==> src/rtl/dev_bus_arbiter_pkg.sv <==
// dev_arb_pkg: shared types and constants for the Aquila device-bus arbiter.
//   arb_state_t      : arbiter FSM state encoding (IDLE, ISSUE, WAIT, RESP)
//   ARB_TIMEOUT_DATA : read data returned on a forced (timed-out) completion
//   idx_width()      : width of a requester index for a given requester count
package dev_arb_pkg;

    typedef enum logic [1:0] {
        IDLE  = 2'd0,
        ISSUE = 2'd1,
        WAIT  = 2'd2,
        RESP  = 2'd3
    } arb_state_t;

    localparam logic [31:0] ARB_TIMEOUT_DATA = 32'hDEADBEEF;

    function automatic int unsigned idx_width(input int unsigned n);
        return (n > 1) ? $clog2(n) : 1;
    endfunction

endpackage

==> src/rtl/dev_bus_arbiter_if.sv <==
// dev_bus_arbiter_if: bundles the requester-side and device-side signals of
// the device-bus arbiter.
//   req_strobe/addr/rw/be/wdata : requester requests (packed per requester)
//   req_ready/req_rdata         : completion pulse and read data to requesters
//   dev_strobe/addr/rw/be/wdata : single granted request towards the device
//   dev_ready/dev_rdata         : device completion and read data
//   arb_timeout                 : forced-completion pulse
// Modports:
//   slave  : the arbiter's view
//   master : the surrounding system's view (requesters plus device)
interface dev_bus_arbiter_if #(
    parameter int unsigned NUM_REQ = 2,
    parameter int unsigned ADDR_W  = 32,
    parameter int unsigned DATA_W  = 32
);
    logic [NUM_REQ-1:0]          req_strobe;
    logic [NUM_REQ*ADDR_W-1:0]   req_addr;
    logic [NUM_REQ-1:0]          req_rw;
    logic [NUM_REQ*DATA_W/8-1:0] req_be;
    logic [NUM_REQ*DATA_W-1:0]   req_wdata;
    logic [NUM_REQ-1:0]          req_ready;
    logic [DATA_W-1:0]           req_rdata;

    logic                        dev_strobe;
    logic [ADDR_W-1:0]           dev_addr;
    logic                        dev_rw;
    logic [DATA_W/8-1:0]         dev_be;
    logic [DATA_W-1:0]           dev_wdata;
    logic                        dev_ready;
    logic [DATA_W-1:0]           dev_rdata;

    logic                        arb_timeout;

    modport slave (
        input  req_strobe, req_addr, req_rw, req_be, req_wdata,
        output req_ready, req_rdata,
        output dev_strobe, dev_addr, dev_rw, dev_be, dev_wdata,
        input  dev_ready, dev_rdata,
        output arb_timeout
    );

    modport master (
        output req_strobe, req_addr, req_rw, req_be, req_wdata,
        input  req_ready, req_rdata,
        input  dev_strobe, dev_addr, dev_rw, dev_be, dev_wdata,
        output dev_ready, dev_rdata,
        input  arb_timeout
    );

endinterface

==> src/rtl/dev_bus_arbiter_rr_pick.sv <==
// dev_rr_pick: combinational rotate-priority picker.
//   pending : per-requester pending flags
//   rr_ptr  : index with highest priority this round
//   index   : first pending index at or after rr_ptr, wrapping
//   valid   : at least one requester is pending
module dev_rr_pick
    import dev_arb_pkg::*;
#(
    parameter int unsigned NUM_REQ = 2,
    parameter int unsigned IDX_W   = idx_width(NUM_REQ)
) (
    input  logic [NUM_REQ-1:0] pending,
    input  logic [IDX_W-1:0]   rr_ptr,
    output logic [IDX_W-1:0]   index,
    output logic               valid
);

    int unsigned cand;

    always_comb begin
        index = '0;
        valid = 1'b0;
        cand  = 0;
        for (int unsigned k = 0; k < NUM_REQ; k++) begin
            cand = (int'(rr_ptr) + k) % NUM_REQ;
            if (!valid && pending[IDX_W'(cand)]) begin
                index = IDX_W'(cand);
                valid = 1'b1;
            end
        end
    end

endmodule

==> src/rtl/dev_bus_arbiter.sv <==
// dev_bus_arbiter: shares one Aquila device-bus slave port among NUM_REQ
// requesters. Strobes are latched as pending, granted round-robin and run
// one transaction at a time (IDLE -> ISSUE -> WAIT -> RESP).
//   clk   : clock
//   rst_n : synchronous active-low reset (the device must share it)
//   bus   : dev_bus_arbiter_if.slave (requester and device signals)
// Optional feature macro DEV_ARB_TIMEOUT_EN: WAIT is abandoned after
// TIMEOUT_CYCLES cycles without dev_ready; the requester gets
// ARB_TIMEOUT_DATA and arb_timeout pulses in RESP. Without the macro WAIT
// waits forever and arb_timeout is tied low.
module dev_bus_arbiter
    import dev_arb_pkg::*;
#(
    parameter int unsigned NUM_REQ        = 2,
    parameter int unsigned ADDR_W         = 32,
    parameter int unsigned DATA_W         = 32
`ifdef DEV_ARB_TIMEOUT_EN
    ,
    parameter int unsigned TIMEOUT_CYCLES = 256
`endif
) (
    input  logic             clk,
    input  logic             rst_n,
    dev_bus_arbiter_if.slave bus
);

    localparam int unsigned BE_W  = DATA_W / 8;
    localparam int unsigned IDX_W = idx_width(NUM_REQ);

    arb_state_t          state_q, state_d;
    logic [NUM_REQ-1:0]  pending_q;
    logic [IDX_W-1:0]    grant_q;
    logic [IDX_W-1:0]    rr_ptr_q;
    logic [DATA_W-1:0]   rdata_q;
    logic [IDX_W-1:0]    pick_idx;
    logic                pick_valid;
    logic [IDX_W-1:0]    mux_idx;
    logic [IDX_W-1:0]    next_ptr;
    logic [NUM_REQ-1:0]  ready_vec;
    logic                timeout_hit;

    dev_rr_pick #(
        .NUM_REQ (NUM_REQ),
        .IDX_W   (IDX_W)
    ) u_pick (
        .pending (pending_q),
        .rr_ptr  (rr_ptr_q),
        .index   (pick_idx),
        .valid   (pick_valid)
    );

    always_comb begin
        state_d = state_q;
        unique case (state_q)
            IDLE:    if (pick_valid) state_d = ISSUE;
            ISSUE:   state_d = WAIT;
            WAIT:    if (bus.dev_ready || timeout_hit) state_d = RESP;
            RESP:    state_d = IDLE;
            default: state_d = IDLE;
        endcase
    end

    always_comb begin
        ready_vec = '0;
        if (state_q == RESP) ready_vec[grant_q] = 1'b1;
    end

    // Outside a transaction the device-side mux shows requester 0.
    assign mux_idx        = (state_q == IDLE) ? '0 : grant_q;
    assign next_ptr       = (grant_q == IDX_W'(NUM_REQ - 1)) ? '0 : grant_q + IDX_W'(1);

    assign bus.req_ready  = ready_vec;
    assign bus.req_rdata  = (state_q == RESP) ? rdata_q : '0;
    assign bus.dev_strobe = (state_q == ISSUE);
    assign bus.dev_addr   = bus.req_addr[int'(mux_idx)*ADDR_W +: ADDR_W];
    assign bus.dev_rw     = bus.req_rw[mux_idx];
    assign bus.dev_be     = bus.req_be[int'(mux_idx)*BE_W +: BE_W];
    assign bus.dev_wdata  = bus.req_wdata[int'(mux_idx)*DATA_W +: DATA_W];

    always_ff @(posedge clk) begin
        if (!rst_n) begin
            state_q   <= IDLE;
            pending_q <= '0;
            grant_q   <= '0;
            rr_ptr_q  <= '0;
            rdata_q   <= '0;
        end else begin
            state_q   <= state_d;
            // A fresh strobe wins over the RESP clear of the same requester.
            pending_q <= (pending_q & ~ready_vec) | bus.req_strobe;
            if (state_q == IDLE && pick_valid) grant_q <= pick_idx;
            if (state_q == WAIT) begin
                if (bus.dev_ready)    rdata_q <= bus.dev_rdata;
                else if (timeout_hit) rdata_q <= DATA_W'(ARB_TIMEOUT_DATA);
            end
            if (state_q == RESP) rr_ptr_q <= next_ptr;
        end
    end

`ifdef DEV_ARB_TIMEOUT_EN
    localparam int unsigned CNT_W = $clog2(TIMEOUT_CYCLES + 1);

    logic [CNT_W-1:0] wait_cnt_q;
    logic             timeout_q;

    // Fires on the TIMEOUT_CYCLES-th WAIT cycle, so RESP follows at WAIT+TIMEOUT_CYCLES.
    assign timeout_hit     = (state_q == WAIT) && !bus.dev_ready &&
                             (wait_cnt_q == CNT_W'(TIMEOUT_CYCLES - 1));
    assign bus.arb_timeout = (state_q == RESP) && timeout_q;

    always_ff @(posedge clk) begin
        if (!rst_n) begin
            wait_cnt_q <= '0;
            timeout_q  <= 1'b0;
        end else begin
            if (state_q == ISSUE) begin
                wait_cnt_q <= '0;
                timeout_q  <= 1'b0;
            end else if (state_q == WAIT) begin
                wait_cnt_q <= wait_cnt_q + CNT_W'(1);
                timeout_q  <= timeout_hit;
            end
        end
    end
`else
    assign timeout_hit     = 1'b0;
    assign bus.arb_timeout = 1'b0;
`endif

endmodule
==> src/flat_wrapper.sv <==
// flat-port wrapper written by rule: the top's interface ports become plain ports
module dev_bus_arbiter_flat import dev_arb_pkg::*;
#(
    parameter int unsigned NUM_REQ        = 2,
    parameter int unsigned ADDR_W         = 32,
    parameter int unsigned DATA_W         = 32

)
  (clk, rst_n, bus_req_strobe, bus_req_addr, bus_req_rw, bus_req_be, bus_req_wdata, bus_req_ready, bus_req_rdata, bus_dev_strobe, bus_dev_addr, bus_dev_rw, bus_dev_be, bus_dev_wdata, bus_dev_ready, bus_dev_rdata, bus_arb_timeout);
  dev_bus_arbiter_if #(.NUM_REQ(NUM_REQ), .ADDR_W(ADDR_W), .DATA_W(DATA_W)) bus_i ();
  input  logic clk;
  input  logic rst_n;
  input wire logic [$bits(bus_i.req_strobe)-1:0] bus_req_strobe;
  input wire logic [$bits(bus_i.req_addr)-1:0] bus_req_addr;
  input wire logic [$bits(bus_i.req_rw)-1:0] bus_req_rw;
  input wire logic [$bits(bus_i.req_be)-1:0] bus_req_be;
  input wire logic [$bits(bus_i.req_wdata)-1:0] bus_req_wdata;
  output wire logic [$bits(bus_i.req_ready)-1:0] bus_req_ready;
  output wire logic [$bits(bus_i.req_rdata)-1:0] bus_req_rdata;
  output wire logic [$bits(bus_i.dev_strobe)-1:0] bus_dev_strobe;
  output wire logic [$bits(bus_i.dev_addr)-1:0] bus_dev_addr;
  output wire logic [$bits(bus_i.dev_rw)-1:0] bus_dev_rw;
  output wire logic [$bits(bus_i.dev_be)-1:0] bus_dev_be;
  output wire logic [$bits(bus_i.dev_wdata)-1:0] bus_dev_wdata;
  input wire logic [$bits(bus_i.dev_ready)-1:0] bus_dev_ready;
  input wire logic [$bits(bus_i.dev_rdata)-1:0] bus_dev_rdata;
  output wire logic [$bits(bus_i.arb_timeout)-1:0] bus_arb_timeout;
  assign bus_i.req_strobe = bus_req_strobe;
  assign bus_i.req_addr = bus_req_addr;
  assign bus_i.req_rw = bus_req_rw;
  assign bus_i.req_be = bus_req_be;
  assign bus_i.req_wdata = bus_req_wdata;
  assign bus_req_ready = bus_i.req_ready;
  assign bus_req_rdata = bus_i.req_rdata;
  assign bus_dev_strobe = bus_i.dev_strobe;
  assign bus_dev_addr = bus_i.dev_addr;
  assign bus_dev_rw = bus_i.dev_rw;
  assign bus_dev_be = bus_i.dev_be;
  assign bus_dev_wdata = bus_i.dev_wdata;
  assign bus_i.dev_ready = bus_dev_ready;
  assign bus_i.dev_rdata = bus_dev_rdata;
  assign bus_arb_timeout = bus_i.arb_timeout;
  dev_bus_arbiter #(.NUM_REQ(NUM_REQ), .ADDR_W(ADDR_W), .DATA_W(DATA_W)) u_core (.clk(clk), .rst_n(rst_n), .bus(bus_i));
endmodule
==> config.mk <==
export PLATFORM = sky130hd
export DESIGN_NAME = dev_bus_arbiter_flat
export DESIGN_NICKNAME = d
export VERILOG_FILES = /design/src/rtl/dev_bus_arbiter_pkg.sv /design/src/rtl/dev_bus_arbiter_if.sv /design/src/rtl/dev_bus_arbiter_rr_pick.sv /design/src/rtl/dev_bus_arbiter.sv /design/src/flat_wrapper.sv
export SDC_FILE = /design/constraint.sdc
export NUM_CORES = 1
export LEC_CHECK = 0
export CAP_MARGIN = 20
export CORE_AREA = 4 4 106 108
export DETAILED_ROUTE_END_ITERATION = 12
export DIE_AREA = 0 0 110 112
export PLACE_DENSITY = 0.79
export SYNTH_ARGS = -nofsm -noshare
export SYNTH_HDL_FRONTEND = slang
export SYNTH_HIERARCHICAL = 1
export SYNTH_SLANG_ARGS = --single-unit
==> constraint.sdc <==
create_clock -name clk -period 3.91 [get_ports clk]
set_clock_uncertainty 0.15 [all_clocks]
set_input_delay 1.173 -clock clk [delete_from_list [all_inputs] [get_ports clk]]
set_output_delay 1.173 -clock clk [all_outputs]
set_load 0.005 [all_outputs]
==> flow_summary.toml, run 1 <==
[cts]
cts.hold.buffers_added = 0
cts_root_buf = "clkbuf_8"
clk_pin_slew_ps = 80
cts_resized = 0
cts_tree = "yes"
max-clock-path-buffers = 2
numClockSinks = 38
tritoncts.num_buffers = 5
clk-insertion-delay-late_ps = 290
htree_levels = 2
cts_setup_buffers = 0

[sta]
maxClockFrequency_mhz = 267.3
timing_max_transition_violations_final = 0
period_minus_slack_ps = 3740
finalSetupViolations = 0
setup_repair_after_global_routing_missed_its_margin = "no"
finalHoldViolCount = 0
post-route-period-util_pct = 95.66
setup-tns-final_ps = 0

[critical_path]
timing.setup.critical_path_class = "register to primary output"
worst_setup_path_start_kind = "register"
critical_path_required_ps = 2590
cp-endpoint = "bus_dev_addr[7]"
critical_path_peak_fanout = 20
worstReg2RegStart = "u_core/state_q[0]$_SDFFE_PN0P_"
worstSetupStartpoint = "u_core/state_q[0]$_SDFFE_PN0P_"
endpoint_kind = "primary output"
reg2reg_to = "u_core/rdata_q[11]$_SDFFE_PN0P_"
cp.arrival_ps = 2420
timing.reg2reg.worst_path_depth = 6
reg_to_reg_setup_timing_slack_ps = 2010

[power]
p_total_uw = 1341
leakage_uw = 0.002136
powerDensity_mw_per_mm2 = 238.5
ir_drop_uv = 153.7

[routing]
drtIter0Drc = 140
drt-wirelength-per-cell_um = 17.17
firstDrtPassIters = 4
detail_route.wirelength_um = 11980
drc_violations_left = 0
route.antenna.remaining_nets = 0
vias_per_cell = 4.312
via_count = 3010

[run_status]
outcome = "finished clean"

[grt]
grt_start_max_net_pins = 40
grt_antenna_before_repair = 1
groute.usage.overall_pct = 17.75
via_count_of_the_first_global_routing_pass = 3105
grt_overflow_total = 0
global_route_wire_length_before_repair_um = 16940

[min_path]
worstHoldPathType = "register to register"
timing.hold.worst_path_depth = 2

[placement]
globalplace.congestion = 0.8372
place.detailed.hpwl_um = 10120
dpl-instance-area_mm2 = 0.005485
port-buffer-count = 278

[cells_and_area]
leading_cell_type_in_the_layout_fill_and_taps_excluded = "clkdlybuf4s50_1"
final_layout_size_suffix_gt1_share_pct = 15.33
final_layout_net_count = 739
synthToLayoutAreaGrowth_pct = 115.1
layout_common_cells = "clkdlybuf4s50_1 (278), nand2_1 (70), mux2_2 (59)"
layout.cell_area.non_filler_mm2 = 0.005623

[floorplanning]
fp.dieArea_mm2 = 0.01232
core_area_mm2 = 0.01023
dieWidth_um = 110
boundaryPins = 280
rows = 37
die-height_um = 112
floorplan.initialDensity_pct = 25.55

[synth]
yosys.cell_types.count = 26
synth.yosys.warnings = 6
synth_fp_nets = 470
synth_sequential_area_ratio_pct = 29.10
ffs_latches_synth = 38
number_of_instances_in_the_synthesized_netlist = 291
post_synth.cell_area_avg_um2 = 8.982
mappedNetlistArea_mm2 = 0.002614

[flow_run]
drv_cap = 0
-- state kept, by name, summed over array words and instances, names as in the netlist --
| signal | cells |
|---|---|
| u_core/rdata_q | 32 |
| u_core/state_q | 2 |
| u_core/pending_q | 2 |
| u_core/grant_q | 1 |
| u_core/rr_ptr_q | 1 |
-- cell families (layout without fill, tap and decap cells) --
family	after synthesis	count (layout)	synth area share [%]
buffers and inverters	29	299	6.366
muxes	70	70	31.55
AOI/OAI and AO/OA	39	39	11.15
DFF	38	38	29.10
and+or+nand+nor	110	110	19.77
adders and majority gates	4	4	1.915
other	1	2	0.1435
-- synthesized netlist by cell type, drive strengths merged --
cell | n | area (um2)
a21boi | 34 | 255.3
a21oi | 1 | 5.000
a22oi | 1 | 7.510
and2 | 33 | 206.5
buf | 12 | 102.6
clkbuf | 11 | 41.29
conb | 1 | 3.750
dfxtp | 38 | 760.7
ha | 4 | 50.05
inv | 6 | 22.52
mux2 | 69 | 814.5
mux2i | 1 | 10.01
nand2 | 70 | 262.8
nand2b | 1 | 13.76
nand3 | 1 | 5.000
nor2 | 1 | 3.750
nor2b | 3 | 18.77
o21a | 1 | 7.510
o21ai | 1 | 5.000
o221a | 1 | 11.26
or2 | 1 | 6.260
-- layer usage --
| metal | vias to the layer above | track usage [%] | wire length (um) |
|---|---|---|---|
| met4 | 0 | 3.325 | 81 |
| li1 | 1501 | - | - |
| met3 | 9 | 6.029 | 1284 |
| met2 | 129 | 34.87 | 6548 |
| met5 | - | 0 | 0 |
| met1 | 1371 | 17.56 | 4069 |
-- metrics by stage --
stage,worst slack (ps),instances,hold slack (ps),utilization [%]
2_1_floorplan,1110,291,288.8,-
3_3_place_gp,201.7,687,299.5,53.61
3_5_place_dp,200.0,687,306.6,53.61
4_1_cts,119.1,695,318.2,54.54
5_1_grt,19.60,698,341.1,54.96
6_report,169.6,698,309.4,54.96
-- worst max-delay path, stage by stage, from the launching register on --
cell and delay, ps:
dfxtp_1 350, inv_1 90, ha_1 240, nand2b_4 360
buf_4 250, mux2_2 350, clkdlybuf4s50_1 480
-- power by group --
part	internal (uW)	leakage [uW]	switching, uW
logic	399	0.00178	206
clock network	142	0.0000472	144
registers	427	0.000308	24.0
-- cell type report --
class / instances / area [um2]
fillers: 922 / 4608
repair buffers: 285 / 2885
multi-input cells: 224 / 1687
flip-flops and latches: 38 / 760.7
well taps: 136 / 170.2
clock buffers: 6 / 82.58
inverters: 6 / 22.52
clock inverters: 2 / 12.51
diodes: 1 / 2.502
-- worst min path at each step --
stage | startpoint | endpoint | slack (ps)
floorplan | u_core/rdata_q[14]$_SDFFE_PN0P_ | u_core/rdata_q[14]$_SDFFE_PN0P_ | 290
global placement | u_core/rdata_q[4]$_SDFFE_PN0P_ | u_core/rdata_q[4]$_SDFFE_PN0P_ | 300
detailed placement | u_core/rdata_q[26]$_SDFFE_PN0P_ | u_core/rdata_q[26]$_SDFFE_PN0P_ | 310
CTS | u_core/rdata_q[26]$_SDFFE_PN0P_ | u_core/rdata_q[26]$_SDFFE_PN0P_ | 320
global route | u_core/rdata_q[22]$_SDFFE_PN0P_ | u_core/rdata_q[22]$_SDFFE_PN0P_ | 340
finish | u_core/rdata_q[26]$_SDFFE_PN0P_ | u_core/rdata_q[26]$_SDFFE_PN0P_ | 310
(Power assumes the default switching activity.)
==> run 2: changes to the inputs <==
--- a/config.mk
+++ b/config.mk
@@ -9,8 +9,10 @@
 export CORE_AREA = 4 4 106 108
 export DETAILED_ROUTE_END_ITERATION = 12
 export DIE_AREA = 0 0 110 112
+export MAX_ROUTING_LAYER = met4
 export PLACE_DENSITY = 0.79
 export SYNTH_ARGS = -nofsm -noshare
 export SYNTH_HDL_FRONTEND = slang
 export SYNTH_HIERARCHICAL = 1
 export SYNTH_SLANG_ARGS = --single-unit
+export TNS_END_PERCENT = 5
==> flow_summary.toml, run 2 (same netlist as run 1, synthesis figures left out) <==
[grt]
groute.usage.overall_pct = 18.32
global_route_wire_length_before_repair_um = 16970
grt_antenna_before_repair = 1
via_count_of_the_first_global_routing_pass = 3124
grt_start_max_net_pins = 40
grt_overflow_total = 0

[cells_and_area]
synthToLayoutAreaGrowth_pct = 115.6
layout.cell_area.non_filler_mm2 = 0.005635
final_layout_size_suffix_gt1_share_pct = 15.33
final_cell_count_no_fill = 698
biggestRegsByFlops = "u_core/rdata_q (32), u_core/pending_q (2), u_core/state_q (2)"
n_fill_cell = 925
layout_common_cells = "clkdlybuf4s50_1 (278), nand2_1 (70), mux2_2 (59)"
largest_register_ff_count = 32
leading_cell_type_in_the_layout_fill_and_taps_excluded = "clkdlybuf4s50_1"
regMostFlops = "u_core/rdata_q"
final_layout_net_count = 739

[routing]
via_count = 3035
firstDrtPassIters = 4
wl_met1_um = 4119
drc_violations_left = 0
drt-wirelength-per-cell_um = 17.29
dr_wl_met3_um = 1302
drtIter0Drc = 153
dr.max_layer_used = "met4"
met2WireLength_um = 6560
detail_route.wirelength_um = 12070
vias_per_cell = 4.348
route.antenna.remaining_nets = 0

[sta]
timing_max_transition_violations_final = 0
finalHoldViolCount = 0
setup_repair_after_global_routing_missed_its_margin = "no"
period_minus_slack_ps = 3751
maxClockFrequency_mhz = 266.6
finalHoldWorstSlack_ps = 309.6
finalSetupViolations = 0
setup-tns-final_ps = 0
post-route-period-util_pct = 95.93
finalWorstSetupSlack_ps = 159.1

[floorplanning]
die-height_um = 112
rows = 37
core_area_mm2 = 0.01023
fp.dieArea_mm2 = 0.01232
boundaryPins = 280
dieWidth_um = 110
floorplan.initialDensity_pct = 25.55

[cts]
htree_levels = 2
clk-insertion-delay-late_ps = 290
cts_root_buf = "clkbuf_8"
cts_resized = 0
cts_setup_buffers = 0
cts.hold.buffers_added = 0
clk_pin_slew_ps = 80
max-clock-path-buffers = 2
cts_tree = "yes"
numClockSinks = 38
tritoncts.num_buffers = 5

[critical_path]
timing.critical_path.max_delay_family = "buffers and inverters"
reg2reg_to = "u_core/rdata_q[11]$_SDFFE_PN0P_"
worst_setup_path_start_kind = "register"
critical_path_peak_fanout = 22
crit_chain = "inv_1, ha_1, nand2b_4, buf_12, mux2_2, clkdlybuf4s50_1"
cp.arrival_ps = 2430
critical_path_required_ps = 2590
worstReg2RegStart = "u_core/state_q[0]$_SDFFE_PN0P_"
worstSetupPathDepth = 6
timing.reg2reg.worst_path_depth = 6
reg_to_reg_setup_timing_slack_ps = 2010
crit_buf_inv = 3
timing.setup.critical_path_class = "register to primary output"
standard_cell_with_the_maximum_stage_delay_on_the_critical_path = "clkdlybuf4s50_1"
endpoint_kind = "primary output"
maximum_single_stage_delay_on_the_critical_path_ps = 480

[power]
powerDensity_mw_per_mm2 = 239.3
ir_drop_uv = 154.2
leakage_uw = 0.002142

[min_path]
timing.hold.worst_path_depth = 2
holdPathEnd = "u_core/rdata_q[26]$_SDFFE_PN0P_"
worstHoldPathType = "register to register"
hold_path_startpoint = "u_core/rdata_q[26]$_SDFFE_PN0P_"

[placement]
dpl-instance-area_mm2 = 0.005485
preCtsSetupSlack_ps = 200.0
numPlacedInstances = 687
globalplace.congestion = 0.8502
place.detailed.hpwl_um = 10120
port-buffer-count = 278

[flow_run]
drv_cap = 0

[run_status]
outcome = "finished clean"
==> run 2: cell counts in the layout (fill, tap and decap cells not counted) <==
Identical to the previous run, type by type.
==> run 2: report_power, final <==
part	total [uW]	switching, uW	internal [uW]
combinational	612	209	403
sequential	451	23.6	427
clock	286	144	142
==> run 2: cell type report <==
cell class | instances | area [um2] | area share (%)
antenna | 1 | 2.502 | 0.04441
clock buffer | 6 | 82.58 | 1.465
clock inverter | 2 | 12.51 | 0.2220
inverter | 6 | 22.52 | 0.3996
multi-input combinational | 224 | 1687 | 29.93
sequential | 38 | 760.7 | 13.50
tap | 136 | 170.2 | 3.020
timing repair buffer | 285 | 2898 | 51.42
==> run 2: worst register-to-register path, stage by stage, from the launching register on <==
cell	delay [ps]
dfxtp_1	350
inv_1	90
ha_1	200
and2_1	440
buf_4	340
nand2_1	90
a21boi_0	170
==> run 2: metal layers <==
| metal | up-vias | GRT usage [%] |
|---|---|---|
| met1 | 1389 | 17.71 |
| li1 | 1499 | - |
| met5 | - | - |
| met4 | 0 | 3.408 |
| met3 | 9 | 6.087 |
| met2 | 138 | 34.83 |
==> run 2: how the worst max path moves through the flow <==
| stage | slack (ps) | from | end |
|---|---|---|---|
| detailed placement | 200 | bus_req_wdata[62] | bus_dev_wdata[30] |
| floorplan | 1110 | u_core/state_q[0]$_SDFFE_PN0P_ | bus_dev_addr[5] |
| global route | 20 | u_core/state_q[0]$_SDFFE_PN0P_ | bus_dev_addr[6] |
| global placement | 200 | bus_req_wdata[62] | bus_dev_wdata[30] |
| CTS | 120 | u_core/state_q[0]$_SDFFE_PN0P_ | bus_dev_addr[7] |
| finish | 160 | u_core/state_q[0]$_SDFFE_PN0P_ | bus_dev_wdata[7] |
==> run 2: metrics by stage <==
step	util, %	total power [uW]
after floorplan	-	697.6
after global placement	53.61	1047
after detailed placement	53.61	1062
after CTS	54.54	1354
after global routing	55.08	1434
final	55.08	1349
